## src/rtl/pseudo_spi_rx_intf_pkg.sv

```systemverilog
// rtl/pseudo_spi_rx_intf_pkg.sv - shared widths, rx state and scan-phase encodings
package pseudo_spi_rx_intf_pkg;

    localparam int MEM_DW = 8;
    localparam int MEM_AW = 9;
    localparam int LEN_W  = 8;

    typedef enum logic [2:0] {
        RX_IDLE,
        RX_LOAD,
        RX_SHIFT,
        RX_WRITE,
        RX_DONE
    } rx_state_t;

    typedef enum logic [1:0] {
        PH_P0,
        PH_P1,
        PH_P2,
        PH_P3
    } phase_t;

endpackage

```

## src/rtl/pseudo_spi_rx_intf_if.sv

```systemverilog
// rtl/pseudo_spi_rx_intf_if.sv - CPU start/status, scan chain and SRAM write bundle
interface pseudo_spi_rx_intf_if
    import pseudo_spi_rx_intf_pkg::*;
#(
    parameter int DW = MEM_DW,
    parameter int AW = MEM_AW,
    parameter int LW = LEN_W
);
    logic          bgn;
    logic [AW-1:0] addr_bgn;
    logic [LW-1:0] data_len;
    logic          spi_si;
    logic          sclk1;
    logic          sclk2;
    logic          sel;
    logic          cen;
    logic          d_we;
    logic [AW-1:0] a;
    logic [DW-1:0] po;
    logic          spi_is_done;

    modport slave (
        input  bgn, addr_bgn, data_len, spi_si,
        output sclk1, sclk2, sel, cen, d_we, a, po, spi_is_done
    );

    modport master (
        output bgn, addr_bgn, data_len, spi_si,
        input  sclk1, sclk2, sel, cen, d_we, a, po, spi_is_done
    );
endinterface

```

## src/rtl/pseudo_spi_rx_intf_spi_phase_gen.sv

```systemverilog
// rtl/pseudo_spi_rx_intf_spi_phase_gen.sv - four-phase bit-slot timer driving SCLK1/SCLK2
module pseudo_spi_rx_intf_spi_phase_gen
    import pseudo_spi_rx_intf_pkg::*;
#(
    parameter int PHASE_CYC = 1
) (
    input  logic clk,
    input  logic rst,
    input  logic run,
    input  logic run_n,
    output logic sample,
    output logic slot_end,
    output logic sclk1,
    output logic sclk2
);
    localparam int CW = (PHASE_CYC > 1) ? $clog2(PHASE_CYC) : 1;
    localparam logic [CW-1:0] CNT_LAST = CW'(PHASE_CYC - 1);

    logic [CW-1:0] cnt, cnt_n;
    phase_t        phase, phase_n;
    logic          last;

    assign last     = (cnt == CNT_LAST);
    assign sample   = run && (phase == PH_P0) && last;
    assign slot_end = run && (phase == PH_P3) && last;

    // Outside an active slot the timer parks at P0 so the next slot starts clean.
    always_comb begin
        cnt_n   = '0;
        phase_n = PH_P0;
        if (run) begin
            if (last) begin
                phase_n = phase_t'(phase + 2'd1);
            end else begin
                cnt_n   = cnt + 1'b1;
                phase_n = phase;
            end
        end
    end

    always_ff @(posedge clk or posedge rst) begin
        if (rst) begin
            cnt   <= '0;
            phase <= PH_P0;
            sclk1 <= 1'b0;
            sclk2 <= 1'b0;
        end else begin
            cnt   <= cnt_n;
            phase <= phase_n;
            sclk1 <= run_n && (phase_n == PH_P1);
            sclk2 <= run_n && (phase_n == PH_P3);
        end
    end
endmodule

```

## src/rtl/pseudo_spi_rx_intf.sv

```systemverilog
// rtl/pseudo_spi_rx_intf.sv - scan-chain read-back: capture, shift in bytes, write to SRAM
module pseudo_spi_rx_intf
    import pseudo_spi_rx_intf_pkg::*;
#(
    parameter int MEMORY_DATA_WIDTH = MEM_DW,
    parameter int MEMORY_ADDR_WIDTH = MEM_AW,
    parameter int RESERVED_DATA_LEN = LEN_W,
    parameter int PHASE_CYC         = 1
) (
    input logic                 clk,
    input logic                 rst,
    pseudo_spi_rx_intf_if.slave bus
);
    localparam int DW = MEMORY_DATA_WIDTH;
    localparam int AW = MEMORY_ADDR_WIDTH;
    localparam int LW = RESERVED_DATA_LEN;
    localparam int BW = $clog2(DW);
    localparam logic [BW-1:0] BIT_LAST = BW'(DW - 1);
    localparam logic [LW-1:0] LEN_ONE  = LW'(1);

    rx_state_t     state, state_n;
    logic          bgn_q;
    logic [AW-1:0] addr_cur, addr_n;
    logic [LW-1:0] left, left_n;
    logic [BW-1:0] bit_cnt, bit_n;
    logic [DW-1:0] shreg, sh_n;
    logic          run, run_n, sample, slot_end;

    assign run   = (state == RX_LOAD) || (state == RX_SHIFT);
    assign run_n = (state_n == RX_LOAD) || (state_n == RX_SHIFT);

    pseudo_spi_rx_intf_spi_phase_gen #(.PHASE_CYC(PHASE_CYC)) u_phase (
        .clk      (clk),
        .rst      (rst),
        .run      (run),
        .run_n    (run_n),
        .sample   (sample),
        .slot_end (slot_end),
        .sclk1    (bus.sclk1),
        .sclk2    (bus.sclk2)
    );

    always_comb begin
        state_n = state;
        addr_n  = addr_cur;
        left_n  = left;
        bit_n   = bit_cnt;
        sh_n    = shreg;
        if (!bus.bgn) begin
            state_n = RX_IDLE;
        end else begin
            case (state)
                RX_IDLE: begin
                    if (!bgn_q) begin
                        addr_n  = bus.addr_bgn;
                        left_n  = bus.data_len;
                        bit_n   = '0;
                        state_n = (bus.data_len == '0) ? RX_DONE : RX_LOAD;
                    end
                end
                RX_LOAD: begin
                    if (slot_end) state_n = RX_SHIFT;
                end
                RX_SHIFT: begin
                    if (sample) sh_n = {shreg[DW-2:0], bus.spi_si};
                    if (slot_end) begin
                        if (bit_cnt == BIT_LAST) begin
                            bit_n   = '0;
                            state_n = RX_WRITE;
                        end else begin
                            bit_n = bit_cnt + 1'b1;
                        end
                    end
                end
                RX_WRITE: begin
                    addr_n  = addr_cur + 1'b1;
                    left_n  = left - 1'b1;
                    state_n = (left == LEN_ONE) ? RX_DONE : RX_SHIFT;
                end
                RX_DONE: state_n = RX_DONE;
                default: state_n = RX_IDLE;
            endcase
        end
    end

    // Outputs are registered from next-state so each pin is clean for the whole cycle.
    always_ff @(posedge clk or posedge rst) begin
        if (rst) begin
            state           <= RX_IDLE;
            bgn_q           <= 1'b0;
            addr_cur        <= '0;
            left            <= '0;
            bit_cnt         <= '0;
            shreg           <= '0;
            bus.sel         <= 1'b0;
            bus.cen         <= 1'b1;
            bus.d_we        <= 1'b0;
            bus.a           <= '0;
            bus.po          <= '0;
            bus.spi_is_done <= 1'b0;
        end else begin
            state           <= state_n;
            bgn_q           <= bus.bgn;
            addr_cur        <= addr_n;
            left            <= left_n;
            bit_cnt         <= bit_n;
            shreg           <= sh_n;
            bus.sel         <= (state_n == RX_LOAD);
            bus.cen         <= (state_n != RX_WRITE);
            bus.d_we        <= (state_n == RX_WRITE);
            bus.a           <= (state_n == RX_WRITE) ? addr_cur : '0;
            bus.po          <= (state_n == RX_WRITE) ? shreg : '0;
            bus.spi_is_done <= (state_n == RX_DONE);
        end
    end
endmodule

```

## src/flat_wrapper.sv

```systemverilog
// flat-port wrapper written by rule: the top's interface ports become plain ports
module pseudo_spi_rx_intf_flat import pseudo_spi_rx_intf_pkg::*;
#(
    parameter int MEMORY_DATA_WIDTH = MEM_DW,
    parameter int MEMORY_ADDR_WIDTH = MEM_AW,
    parameter int RESERVED_DATA_LEN = LEN_W,
    parameter int PHASE_CYC         = 1
)
  (clk, rst, bus_bgn, bus_addr_bgn, bus_data_len, bus_spi_si, bus_sclk1, bus_sclk2, bus_sel, bus_cen, bus_d_we, bus_a, bus_po, bus_spi_is_done);
  pseudo_spi_rx_intf_if bus_i ();
  input logic clk;
  input logic rst;
  input wire logic [$bits(bus_i.bgn)-1:0] bus_bgn;
  input wire logic [$bits(bus_i.addr_bgn)-1:0] bus_addr_bgn;
  input wire logic [$bits(bus_i.data_len)-1:0] bus_data_len;
  input wire logic [$bits(bus_i.spi_si)-1:0] bus_spi_si;
  output wire logic [$bits(bus_i.sclk1)-1:0] bus_sclk1;
  output wire logic [$bits(bus_i.sclk2)-1:0] bus_sclk2;
  output wire logic [$bits(bus_i.sel)-1:0] bus_sel;
  output wire logic [$bits(bus_i.cen)-1:0] bus_cen;
  output wire logic [$bits(bus_i.d_we)-1:0] bus_d_we;
  output wire logic [$bits(bus_i.a)-1:0] bus_a;
  output wire logic [$bits(bus_i.po)-1:0] bus_po;
  output wire logic [$bits(bus_i.spi_is_done)-1:0] bus_spi_is_done;
  assign bus_i.bgn = bus_bgn;
  assign bus_i.addr_bgn = bus_addr_bgn;
  assign bus_i.data_len = bus_data_len;
  assign bus_i.spi_si = bus_spi_si;
  assign bus_sclk1 = bus_i.sclk1;
  assign bus_sclk2 = bus_i.sclk2;
  assign bus_sel = bus_i.sel;
  assign bus_cen = bus_i.cen;
  assign bus_d_we = bus_i.d_we;
  assign bus_a = bus_i.a;
  assign bus_po = bus_i.po;
  assign bus_spi_is_done = bus_i.spi_is_done;
  pseudo_spi_rx_intf #(.MEMORY_DATA_WIDTH(MEMORY_DATA_WIDTH), .MEMORY_ADDR_WIDTH(MEMORY_ADDR_WIDTH), .RESERVED_DATA_LEN(RESERVED_DATA_LEN), .PHASE_CYC(PHASE_CYC)) u_core (.clk(clk), .rst(rst), .bus(bus_i));
endmodule
```

## config.mk

```make
export PLATFORM = sky130hd
export DESIGN_NAME = pseudo_spi_rx_intf_flat
export DESIGN_NICKNAME = d
export VERILOG_FILES = /design/src/rtl/pseudo_spi_rx_intf_pkg.sv /design/src/rtl/pseudo_spi_rx_intf_if.sv /design/src/rtl/pseudo_spi_rx_intf_spi_phase_gen.sv /design/src/rtl/pseudo_spi_rx_intf.sv /design/src/flat_wrapper.sv
export SDC_FILE = /design/constraint.sdc
export NUM_CORES = 1
export LEC_CHECK = 0
export BUFFER_PORTS_ARGS = -buffer_cell sky130_fd_sc_hd__clkbuf_2
export CAP_MARGIN = 20
export CORE_MARGIN = 5
export CORE_UTILIZATION = 40
export CTS_BUF_LIST = sky130_fd_sc_hd__clkbuf_8
export CTS_CLUSTER_SIZE = 24
export DETAILED_ROUTE_END_ITERATION = 10
export PLACE_DENSITY_LB_ADDON = 0.2
export SKIP_CTS_REPAIR_TIMING = 1
export SLEW_MARGIN = 25
export SYNTH_ARGS = -nofsm -noshare
export SYNTH_HDL_FRONTEND = slang
export SYNTH_SLANG_ARGS = --single-unit
```

## constraint.sdc

```tcl
create_clock -name clk -period 2.3 [get_ports clk]
set_input_delay 0.115 -clock clk [delete_from_list [all_inputs] [get_ports clk]]
set_output_delay 0.115 -clock clk [all_outputs]
set_load 0.01 [all_outputs]
```

==> results summary, run 1 <==
The total of endpoints with negative setup slack in the final report came out at 0. The number of different library cells used by synthesis comes to 49. The mean instance size in the synthesized netlist came out at 10.7 µm².

The placed instances occupy a cell area of 2900 µm². The area share of the leading cell type in the synthesized netlist is 53.9%. At the worst endpoint, the required time is 2.57 ns. The die area came out at 8210 µm². The port buffer count came out at 43. The core area came out at 6350 µm².

After routing the design area is 3140 µm². The final antenna-violating net count is 0. The critical path goes through nor3_2 -> o21ai_2 -> a21oi_2 -> nor3b_4 -> buf_4 -> and2_1.

The biggest cell delay along the critical path is 0.53 ns. Relative to the synthesized area, the layout overhead comes to 20.8%. The first-pass GRT wire length is 9.07 mm. After synthesis, the most frequently instantiated cells are sky130_fd_sc_hd__dfrtp_1, sky130_fd_sc_hd__and2_1, sky130_fd_sc_hd__nor2_1.

The path class of the tightest hold or removal check is input port to asynchronous set/reset pin. The first detailed-routing pass took 4 iterations. The max-slew violation count is 0.

Setup repair after global routing left no endpoint under its margin. The number of buffers and inverters on the critical path is 1. The worst clock skew is 0.00536 ns.

The total nets after synthesis is 271. The slowest stage of the critical path is the sky130_fd_sc_hd__dfrtp_1 cell. The run finished, with violations left.

The largest delay contributor family on the critical path is simple AND/OR/NAND/NOR gates. The fraction of registers with async set or reset after synthesis is 100%. The DRC violations left is 0. At the pin with the least slew margin, the transition time is 0.714 ns. The final critical-path share of the clock period came out at 89.1%.

The I/O pin total is 44. The number of H-tree levels is 3. During synthesis, Yosys emitted a total of 0 warnings. Counting every sink on the clock net gives 57. The highest clock frequency the design can meet is 488 MHz. The worst hold-check slack came out at -0.0434 ns. The synthesized design contains 0 enable-type register cells. The placed wire-length estimate is 3.64 mm. The count of state elements after synthesis came out at 57. The per-cell routed wire length is 14.0 µm. For this block, the initial DRC count from the detailed router was 84.

The number of antenna violations at the first check in global routing was 0. The critical path launch point type is a register. The routed wire length came out at 5.26 mm.

The die is 90.6 µm tall. In the post-synthesis netlist, the cell with the most instances is sky130_fd_sc_hd__dfrtp_1. The global placement routability congestion is 0.807. The total power per unit cell area is 768 nW/µm².

The number of buffers created by CTS came out at 9. The via count of the first global-routing pass is 1895. The peak fanout along the critical path is 12. STA classifies the critical path endpoint as a register. The leftover overflow at the end of global routing is 0.

In the synthesized netlist the dominant register cell turns out to be sky130_fd_sc_hd__dfrtp_1. The checks that failed: hold timing. After clock tree synthesis, the clock-pin slew on the worst setup and hold paths is 0.07 ns.

The clock latency at the later pin of the worst-skew pair came out at 0.33 ns. The global router's overall resource usage is 13.9%. Entering global routing, the biggest net connects 58 pins. The total inserted antenna cells came out at 0. The hold violation total from the final report came to 56. The max-cap check violation count is 0. In this run the cell area of the synthesized design comes to 2600 µm². For this design the static power due to leakage is 1.51 nW. Sorting the synthesized cells by area gives the leading types as sky130_fd_sc_hd__dfrtp_1, sky130_fd_sc_hd__and2_1, sky130_fd_sc_hd__mux2_1. The number of buffers on the longest clock path came out at 2. The die is 90.6 µm wide. The average via count per standard cell came out at 5.09. The site row count is 29. After technology mapping, the gate count stands at 243. Of the cells placed in the final design, the portion with a size suffix greater than 1 is 25.5%. Clock tree synthesis selected as its root buffer the cell sky130_fd_sc_hd__clkbuf_8. The utilization after layout is 49.4%. The initial utilization of the core area, before any placement, comes to 40.9%. Across all layers, the routed design uses 1908 vias.

The final layout net count is 321. The worst endpoint data arrival time came out at 2.32 ns. The worst setup path category is register to register. The maximum vdd ir drop is 405 µV. The smallest clock period supported by the final layout is computed as 2.05 ns. For the final routed database, the setup TNS stands at 0 ns. Of all cell types, the one taking the most synthesized area is sky130_fd_sc_hd__dfrtp_1. The worst slew slack as a fraction of its limit is 52.4%.

The clock tree from TritonCTS is yes. The portion of the post-synthesis area used by sequential elements came out at 55.0%.
-- kinds of logic after synthesis --
kind of cell | synth area share, %
AND/OR/NAND/NOR | 19.7
AO/OA/AOI/OAI | 13.9
flip-flops | 55.0
buffers and inverters | 3.52
multiplexers | 4.29
adder cells (fa/ha/maj) | 3.37
XOR/XNOR | 0.337
-- worst paths after layout --
check / startpoint / end / slack (ns) / cells after the start
worst max-delay path: u_core.state[1]$_DFF_PP0_ / u_core.bus.a[2]$_DFF_PP0_ / 0.25 / 6
worst min register to register: u_core.shreg[7]$_DFFE_PP0P_ / u_core.shreg[7]$_DFFE_PP0P_ / 0.48 / 1
worst min-delay path: rst / u_core.left[3]$_DFFE_PP0P_ / -0.04 / 3
worst max register to register: u_core.state[1]$_DFF_PP0_ / u_core.bus.a[2]$_DFF_PP0_ / 0.25 / 6
min in group clk: bus_addr_bgn[1] / u_core.addr_cur[1]$_DFFE_PP0P_ / 0.01 / 3
max in group asynchronous: rst / u_core.left[2]$_DFFE_PP0P_ / 1.87 / 3
-- state kept, by name, indices dropped and copies added (netlist names), 2 cells and up --
signal	flops
u_core.left	8
u_core.bus.a	9
u_core.bit_cnt	3
u_core.bus.po	8
u_core.shreg	8
u_core.state	3
u_core.u_phase.phase	2
u_core.addr_cur	9
-- cells in the final DEF (no fill, tap or decap), types with 8 or more instances in the layout --
cell	count
sky130_fd_sc_hd__nand2_1	15
sky130_fd_sc_hd__and2_1	20
sky130_fd_sc_hd__clkbuf_2	43
sky130_fd_sc_hd__nand3_1	8
sky130_fd_sc_hd__dfrtp_1	56
sky130_fd_sc_hd__a21oi_1	17
sky130_fd_sc_hd__clkbuf_8	10
sky130_fd_sc_hd__o21ai_1	14
sky130_fd_sc_hd__nor2_1	18
sky130_fd_sc_hd__mux2_1	8
-- cell type report --
class / instances / area (µm²)
Clock buffer: 10 / 138
Clock inverter: 6 / 82.6
Fill cell: 586 / 3210
Inverter: 7 / 26.3
Multi-Input combinational cell: 166 / 1080
Sequential cell: 57 / 1430
Tap cell: 77 / 96.3
Timing Repair Buffer: 52 / 288
-- worst register-to-register path, stage by stage (launching register included) --
cell and delay (ns):
sky130_fd_sc_hd__dfrtp_1 0.53, sky130_fd_sc_hd__nor3_2 0.32, sky130_fd_sc_hd__o21ai_2 0.11, sky130_fd_sc_hd__a21oi_2 0.18
sky130_fd_sc_hd__nor3b_4 0.45, sky130_fd_sc_hd__buf_4 0.25, sky130_fd_sc_hd__and2_1 0.15
-- power by group --
part	switching, mW	internal (mW)
clock network	0.392	0.633
registers	0.0746	1.07
logic	0.130	0.108
total	0.596	1.81
-- through the flow --
| stage | instances | total power, mW | setup WS (ns) | hold WS (ns) |
|---|---|---|---|---|
| 4_1_cts | 373 | 2.44 | 0.242 | -0.0459 |
| 6_report | 375 | 2.41 | 0.251 | -0.0434 |
| 3_5_place_dp | 357 | 1.40 | 0.260 | 0.315 |
| 2_1_floorplan | 243 | 1.32 | 0.578 | 0.146 |
| 5_1_grt | 375 | 2.55 | 0.0779 | 0.0224 |
| 3_3_place_gp | 357 | 1.40 | 0.322 | 0.329 |
-- routing by layer --
layer  GRT usage [%]  part of all wire [%]  up-vias
li1                -                     -      954
met4            5.58                   2.1        0
met1            18.7                    50      902
met5               0                     0        -
met2            20.2                    44       40
met3            4.92                   4.7       12
(Power assumes the default switching activity.)
==> run 2: changes to the inputs <==
--- a/config.mk
+++ b/config.mk
@@ -8,7 +8,7 @@
 export BUFFER_PORTS_ARGS = -buffer_cell sky130_fd_sc_hd__clkbuf_2
 export CAP_MARGIN = 20
 export CORE_MARGIN = 5
-export CORE_UTILIZATION = 40
+export CORE_UTILIZATION = 62
 export CTS_BUF_LIST = sky130_fd_sc_hd__clkbuf_8
 export CTS_CLUSTER_SIZE = 24
 export DETAILED_ROUTE_END_ITERATION = 10
==> constraint.sdc (replaced) <==
create_clock -name clk -period 2.4 [get_ports clk]
set_input_delay 0.12 -clock clk [delete_from_list [all_inputs] [get_ports clk]]
set_output_delay 0.12 -clock clk [all_outputs]
set_load 0.01 [all_outputs]
==> results summary, run 2 (synthesis results as in run 1) <==
The clock latency at the later pin of the worst-skew pair is 0.33 ns (about the same). The max-slew violation count is 0 (unchanged). The worst hold path begins at bus_addr_bgn[1].

The most common library cell in the layout ignoring fill and taps is sky130_fd_sc_hd__dfrtp_1 (unchanged). The path depth of the worst reg2reg path came out at 6 (unchanged). The average via count per standard cell is 5.73 (was 5.09). The final critical-path share of the clock period is 79.6% (was 89.1%). Along the worst hold path, the cell count comes to 3. The final antenna-violating net count is 0 (unchanged). The area growth from synthesis to layout is 19.7% (was 20.8%). The maximum number of pins on one net before global-route repair is 25 (was 58). Registers with the most flip-flops: u_core.addr_cur: 9 flops, u_core.bus.a: 9 flops (unchanged).

The cell total after placement came to 330 (was 357). The total inserted antenna cells is 0 (unchanged). The final layout net count came out at 321 (unchanged). The slew at the pin with the worst max-slew slack is 0.512 ns (was 0.714 ns). The max-cap check violation count is 0 (unchanged).

The floorplan die width is 74.7 µm (was 90.6 µm). The number of buffers created by CTS came out at 9 (unchanged). The critical path launch point type was a register (unchanged). The effective utilization at floorplan came out at 64.5% (was 40.9%). The clock tree from TritonCTS is yes (unchanged).

The total leakage power is 1.50 nW (was 1.51 nW). The total power per unit cell area is 753 nW/µm² (was 768 nW/µm²). The peak fanout along the critical path came out at 21 (was 12). The count of routing violations after the opening detailed-route iteration is 168 (was 84). The worst setup path category is register to register (unchanged).

Result of the run: complete, no violations (was finished, violations left). The setup slack of the most critical reg-to-reg path came to 0.49 ns (was 0.25 ns). The total of endpoints with negative setup slack in the final report is 0 (unchanged). The hold violation total from the final report came out at 0 (was 56). The first-pass GRT wire length is 8.74 mm (was 9.07 mm). The required time of the critical path is 2.62 ns (was 2.57 ns). The site row count was 23 (was 29).

The clock-pin transition on the worst setup and hold timing paths came out at 0.07 ns (about the same). The met3 routed wirelength came out at 351 µm (was 246 µm). The TritonCTS sink count was 57 (unchanged). The final total negative setup slack is 0 ns (unchanged). The vias after detailed routing is 1993 (was 1908). The via count of the first global-routing pass came out at 1962 (was 1895). The DRC violations left is 0 (unchanged). The reg-to-reg critical path endpoint is u_core.u_phase.sclk2$_DFF_PP0_ (was u_core.bus.a[2]$_DFF_PP0_). The placed wire-length estimate is 3.83 mm (was 3.64 mm). The leftover overflow at the end of global routing came out at 0 (unchanged). The hold path endpoint is u_core.addr_cur[1]$_DFFE_PP0P_. The port buffer count is 43 (unchanged). The startpoint of the lowest-slack register-to-register path is u_core.state[1]$_DFF_PP0_ (unchanged). The I/O pin total was 44 (unchanged).

The utilization after layout came to 77.2% (was 49.4%). The global router's overall resource usage is 21.1% (was 13.9%). The number of buffers on the longest clock path came out at 2 (unchanged). The CTS root buffer is sky130_fd_sc_hd__clkbuf_8 (unchanged). The kind of capture point of the worst setup path is a register (unchanged).

The non-filler instance count after layout is 348 (was 375). The routed wire length came out at 5.26 mm (about the same). The final design area excluding fillers is 3110 µm² (was 3140 µm²).

Leading cell types in the layout, fill and taps excluded: sky130_fd_sc_hd__dfrtp_1, sky130_fd_sc_hd__clkbuf_2, sky130_fd_sc_hd__and2_1, sky130_fd_sc_hd__nor2_1, sky130_fd_sc_hd__a21oi_1 (unchanged). The final critical path time including I/O delays and setup came out at 1.91 ns (was 2.05 ns). The area of all sequential standard cells is 1430 µm² (unchanged). The number of H-tree levels came out at 3 (unchanged). The height of the die came out at 74.7 µm (was 90.6 µm). The met2 layer wire length in the routed design is 2.60 mm (was 2.30 mm). The routed metal-1 wirelength is 2.22 mm (was 2.60 mm). The worst slew slack as a fraction of its limit came to 65.9% (was 52.4%).

The worst endpoint data arrival time is 2.13 ns (was 2.32 ns). The iteration count of the initial detailed-routing pass is 4 (unchanged). The count of filler cells inserted in the layout was 279 (was 586). The highest clock frequency the design can meet is 524 MHz (was 488 MHz). The start point of the critical path is u_core.state[1]$_DFF_PP0_ (unchanged). The area taken by multi-input logic gates is 1080 µm² (unchanged).

Setup repair after global routing missed its margin: no (unchanged). The die area came out at 5580 µm² (was 8210 µm²). The type of the most critical hold path is input port to register (was input port to asynchronous set/reset pin).

The global placement routability congestion came to 0.859 (was 0.807). The number of antenna violations at the first check in global routing is 0 (unchanged). The per-cell routed wire length is 15.1 µm (was 14.0 µm).

The placed standard-cell area is 2860 µm² (was 2900 µm²). The core area came out at 4030 µm² (was 6350 µm²). The worst clock skew came out at 0.00821 ns (was 0.00536 ns).

The fraction of layout cells with a size suffix above 1 came out at 25.8% (was 25.5%). The maximum vdd ir drop came out at 566 µV (was 405 µV). The uppermost signal routing layer after detailed routing is met4 (unchanged).
==> run 2: changes by cell type in the layout (fill, tap and decap cells not counted), sizes merged <==
cell	previous run	this run
clkinv	3	2
clkinvlp	0	1
==> run 2: critical path, stage by stage, from the launching register on <==
cell	delay, ns
sky130_fd_sc_hd__dfrtp_1	0.53
sky130_fd_sc_hd__nor3_2	0.33
sky130_fd_sc_hd__o21ai_2	0.11
sky130_fd_sc_hd__a21oi_2	0.18
sky130_fd_sc_hd__nor3b_4	0.19
sky130_fd_sc_hd__buf_4	0.24
sky130_fd_sc_hd__and4b_1	0.22
==> run 2: area by class of cell <==
| class | count | area share (%) |
|---|---|---|
| Tap cell | 50 | 2.01 |
| Inverter | 7 | 0.845 |
| Clock buffer | 10 | 4.42 |
| Clock inverter | 6 | 2.90 |
| Timing Repair Buffer | 52 | 9.25 |
| Multi-Input combinational cell | 166 | 34.7 |
| Sequential cell | 57 | 45.9 |
==> run 2: metal layers <==
layer | up-vias | GRT usage [%]
met5 | - | 0
met1 | 962 | 27.1
li1 | 953 | -
met2 | 66 | 32.8
met4 | 0 | 9.88
met3 | 12 | 6.81
==> run 2: where the power goes <==
part | leakage [nW] | total (mW) | switching [mW] | internal [mW]
combinational | 0.644 | 0.234 | 0.130 | 0.104
sequential | 0.747 | 1.10 | 0.0716 | 1.03
clock | 0.113 | 1.01 | 0.395 | 0.616
total | 1.50 | 2.34 | 0.596 | 1.75
==> run 2: worst max-delay path by stage <==
stage / to / slack (ns) / depth (start not counted)
final: u_core.u_phase.sclk2$_DFF_PP0_ / 0.49 / 6
after global routing: u_core.addr_cur[5]$_DFFE_PP0P_ / 0.34 / 5
after CTS: u_core.u_phase.sclk1$_DFF_PP0_ / 0.47 / 8
after detailed placement: u_core.u_phase.sclk1$_DFF_PP0_ / 0.48 / 8
after global placement: u_core.u_phase.sclk2$_DFF_PP0_ / 0.56 / 6
after floorplan: u_core.u_phase.sclk2$_DFF_PP0_ / 0.68 / 6
==> run 2: stage by stage <==
step                      hold WS, ns  setup slack [ns]  power [mW]
after global routing           0.0163             0.339        2.45
after CTS                      -0.255             0.475        2.36
after detailed placement        0.118             0.478        1.34
after global placement          0.122             0.558        1.33
after floorplan                 0.151             0.678        1.26
final                          0.0164             0.490        2.34
